File: src/rtl/pipe_stage_reg.sv
// Elastic datapath stage register: 1-cycle latency, outputs driven from the main register only.
// Backpressure: SKID=1 parks one extra entry so InReady is registered; SKID=0 passes OutReady through to InReady.
module pipe_stage_reg #(
   parameter int DATA_WIDTH     = 32,
   parameter int REG_ADDR_WIDTH = 5,
   parameter int SKID           = 1
) (
   input  logic                      Clock,
   input  logic                      Reset,
   input  logic                      Flush,
   input  logic                      InValid,
   output logic                      InReady,
   input  logic                      RegWriteIn,
   input  logic [REG_ADDR_WIDTH-1:0] WriteRegisterIn,
   input  logic [DATA_WIDTH-1:0]     DataIn,
   output logic                      OutValid,
   input  logic                      OutReady,
   output logic                      RegWriteOut,
   output logic [REG_ADDR_WIDTH-1:0] WriteRegisterOut,
   output logic [DATA_WIDTH-1:0]     DataOut
);

   typedef struct packed {
      logic                      regWrite;
      logic [REG_ADDR_WIDTH-1:0] writeRegister;
      logic [DATA_WIDTH-1:0]     data;
   } entry_t;

   typedef enum logic [1:0] {
      EMPTY = 2'd0,
      ONE   = 2'd1,
      FULL  = 2'd2
   } state_t;

   state_t state, stateNext;
   entry_t mainReg, mainNext;
   entry_t skidReg, skidNext;
   entry_t inEntry;
   logic   inFire, outFire;

   assign inEntry = '{regWrite: RegWriteIn, writeRegister: WriteRegisterIn, data: DataIn};

   assign OutValid = (state != EMPTY);
   assign InReady  = (SKID != 0) ? (state != FULL) : (!OutValid || OutReady);
   assign inFire   = InValid && InReady;
   assign outFire  = OutValid && OutReady;

   always_ff @(posedge Clock or posedge Reset) begin
      if (Reset) begin
         state   <= EMPTY;
         mainReg <= '0;
         skidReg <= '0;
      end else begin
         state   <= stateNext;
         mainReg <= mainNext;
         skidReg <= skidNext;
      end
   end

   // Flush only clears occupancy; the data regs may go stale since RegWriteOut is gated by OutValid.
   always_comb begin
      stateNext = state;
      mainNext  = mainReg;
      skidNext  = skidReg;
      if (Flush) begin
         stateNext = EMPTY;
      end else begin
         case (state)
            EMPTY: begin
               if (inFire) begin
                  stateNext = ONE;
                  mainNext  = inEntry;
               end
            end
            ONE: begin
               if (inFire && !outFire && (SKID != 0)) begin
                  stateNext = FULL;
                  skidNext  = inEntry;
               end else if (inFire) begin
                  mainNext  = inEntry;
               end else if (outFire) begin
                  stateNext = EMPTY;
               end
            end
            FULL: begin
               if (outFire) begin
                  stateNext = ONE;
                  mainNext  = skidReg;
               end
            end
            default: stateNext = EMPTY;
         endcase
      end
   end

   assign RegWriteOut      = OutValid && mainReg.regWrite;
   assign WriteRegisterOut = mainReg.writeRegister;
   assign DataOut          = mainReg.data;

endmodule

File: config.mk
export PLATFORM = sky130hd
export DESIGN_NAME = pipe_stage_reg
export DESIGN_NICKNAME = d
export VERILOG_FILES = /design/src/rtl/pipe_stage_reg.sv
export SDC_FILE = /design/constraint.sdc
export NUM_CORES = 1
export LEC_CHECK = 0
export BUFFER_PORTS_ARGS = -buffer_cell sky130_fd_sc_hd__buf_2
export CORE_ASPECT_RATIO = 1.5
export CORE_UTILIZATION = 60
export CTS_BUF_LIST = sky130_fd_sc_hd__clkbuf_2
export CTS_CLUSTER_SIZE = 30
export DETAILED_ROUTE_END_ITERATION = 8
export PLACE_DENSITY = 0.95
export SYNTH_ARGS = -nofsm -noshare
export SYNTH_HDL_FRONTEND = slang
export SYNTH_SLANG_ARGS = --single-unit
File: constraint.sdc
create_clock -name Clock -period 7.83 [get_ports Clock]
set_input_delay 1.566 -clock Clock [delete_from_list [all_inputs] [get_ports Clock]]
set_output_delay 1.566 -clock Clock [all_outputs]
set_load 0.02 [all_outputs]
==> results_dict.tcl <==
set metrics [dict create \
    status "finished clean" \
    ant_nets 0 \
    yosys_warnings 0 \
    worst_setup_path_start_kind "register" \
    layout_setup_ws_ps 4040 \
    num_rows 35 \
    skew_ps 26.3 \
    cp_cell_sequence "nor2b_4 > inv_1 > buf_2" \
    cts_tree "yes" \
    fmax_ghz 0.264 \
    clkLatencyLatePin_ps 490 \
    drive_gt1_share_pct 59.8 \
    yosys-top-cells-area "dfrtp_1 (52%), mux2_2 (21%), mux2_1 (10%)" \
    antenna_found_initial 0 \
    htreeDepth 3 \
    r2r_setup_slack_ps 5510 \
    grt_overflow 0 \
    viasPerCell 5.44 \
    min_period_ps 3790 \
    hold_path.class "register to register" \
    layout_common_cells "buf_2 (82), dfrtp_1 (78), mux2_2 (69), mux2_1 (35)" \
    die_w_um 66.6 \
    antennaDiodeCount 0 \
    cap_violations 0 \
    synth_top_cell_area_share_pct 51.9 \
    ctsHoldBuffers 0 \
    final-hold-violation-count 0 \
    clockBufferDepth 2 \
    drt_iter0_drc 83 \
    crit_slowest_cell "nor2b_4" \
    fp.coreArea_mm2 0.00609 \
    setup.worst_path.end "InReady" \
    via_count 2096 \
    dieArea_mm2 0.00659 \
    finalCritPeriodShare_pct 48.4 \
    hold_depth 1 \
    grt_pass1_wl_um 10600 \
    yosysTopAreaCell "dfrtp_1" \
    grt_max_degree 79 \
    final_common_cell "buf_2" \
    critPathLaunch "state[1]" \
    grt.total_usage_pct 21.7 \
    area_delta_synth_final_pct 7.02 \
    powerDensity_mw_per_mm2 240 \
    timing.rr.end "skidReg[18]" \
    crit_path_max_incr_delay_ps 980 \
    clkTransAtPathRegs_ps 200 \
    r2r-start "state[1]" \
    postCtsResizedCells 0 \
    cp_data_arrival_time_ps 2220 \
    cp_top_family "simple AND/OR/NAND/NOR gates" \
    rsz0062_at_grt "false" \
    initial_utilization_pct 61.8 \
    ys_ff_latch 78 \
    synthCells 259 \
    routed_wl_um 6360 \
    ioPinCount 83 \
    grt_pass1_vias 2245 \
    final_nets 349 \
    path_max_fanout 40 \
    clock-root-buffer "clkbuf_2" \
    numCtsBuffers 9 \
    drt-wirelength-per-cell_um 16.5 \
    dp_hpwl_um 4430 \
    dr.pass1.iters 4 \
    reg2regPathDepth 4 \
    cp_num_buf_inv 2 \
    fin_tns_setup_ps 0 \
    cp.depth 3 \
    power.leakage_nw 1.86 \
    peakVddDrop_mv 0.139 \
    critPathKind "register to primary output" \
    io_buffers 82 \
    syn_nets 302 \
    worst_ep_required_time_ps 6260 \
    synth_cell_types 23 \
    worst_pin_slew_ps 1170 \
    critPathCaptureType "primary output" \
    slew_headroom_pct 21.6 \
    yosysSeqAreaShare_pct 51.9 \
    die_h_um 99.0 \
    netlist_area_mm2 0.00376 \
    syn_area_per_cell_um2 14.5 \
    globalplace.congestion 0.730 \
    drc 0 \
    dp_slack_ps 4250 \
    nFillCells 473 \
    setup_viol 0 \
    post-cts-setup-buffer-count 0 \
    slew_violations 0 \
    clock-sinks 78 \
]
[sequential cells by signal (all words and copies together) (netlist names)]
register	flops
DataOut	32
WriteRegisterOut	5
mainReg	1
skidReg	38
state	2
[power breakdown]
group | switching [W] | leakage (nW) | internal (W) | total (W)
clock network | 0.000136 | 0.0476 | 0.0000409 | 0.000177
logic | 0.000118 | 0.872 | 0.000121 | 0.000239
registers | 0.0000491 | 0.940 | 0.000498 | 0.000547
total | 0.000303 | 1.86 | 0.000660 | 0.000964
[layer usage]
layer | global-route usage, % | share of wire (%) | vias to the layer above
met5 | 0 | 0 | -
met4 | 7.53 | 1.8 | 0
met3 | 6.60 | 4.1 | 10
met2 | 36.1 | 55 | 50
met1 | 26.2 | 39 | 1076
li1 | - | - | 960
[Yosys cell counts (all sizes together)]
master / count
and2: 1
nor2: 1
o21a: 1
or2: 1
dfrtp: 78
a21oi: 3
nor2b: 2
nand3b: 1
inv: 2
nor3b: 1
mux2: 114
nand2: 2
o22a: 1
buf: 49
nand2b: 1
nor3: 1
[worst min path at each step]
stage / slack, ps / to / start
after floorplan: 450 / skidReg[10] / skidReg[10]
after global placement: 460 / skidReg[13] / skidReg[13]
after detailed placement: 470 / DataOut[2] / DataOut[2]
after CTS: 510 / skidReg[8] / skidReg[8]
after global routing: 520 / skidReg[8] / skidReg[8]
final: 510 / skidReg[8] / skidReg[8]
[layout make-up]
| cell class | count | area (um2) | area share, % |
|---|---|---|---|
| Sequential cell | 78 | 1950 | 48.5 |
| Multi-Input combinational cell | 130 | 1450 | 36.0 |
| Timing Repair Buffer | 85 | 433 | 10.8 |
| Tap cell | 74 | 92.6 | 2.30 |
| Clock buffer | 10 | 50.0 | 1.24 |
| Clock inverter | 6 | 38.8 | 0.964 |
| Inverter | 2 | 7.51 | 0.187 |
[per-stage QoR]
step	instance area [um2]	total power, W	util, %	instances	hold slack, ps
after floorplan	3760	0.000769	-	259	452
after global placement	3940	0.000783	64.6	369	461
after detailed placement	3940	0.000800	64.6	369	471
after CTS	4020	0.000975	66.1	385	513
after global routing	4020	0.00102	66.1	385	522
final	4020	0.000964	66.1	385	509
[cell families (layout without fill, tap and decap cells)]
logic type             after synthesis  after routing  share of synthesized area (%)
AOI/OAI and AO/OA                    5              5                          0.932
muxes                              114            114                           35.1
buffers and inverters               51            103                           10.1
and+or+nand+nor                     11             11                           1.93
DFF                                 78             78                           51.9
Note: power is estimated with default switching activity, not from simulation.
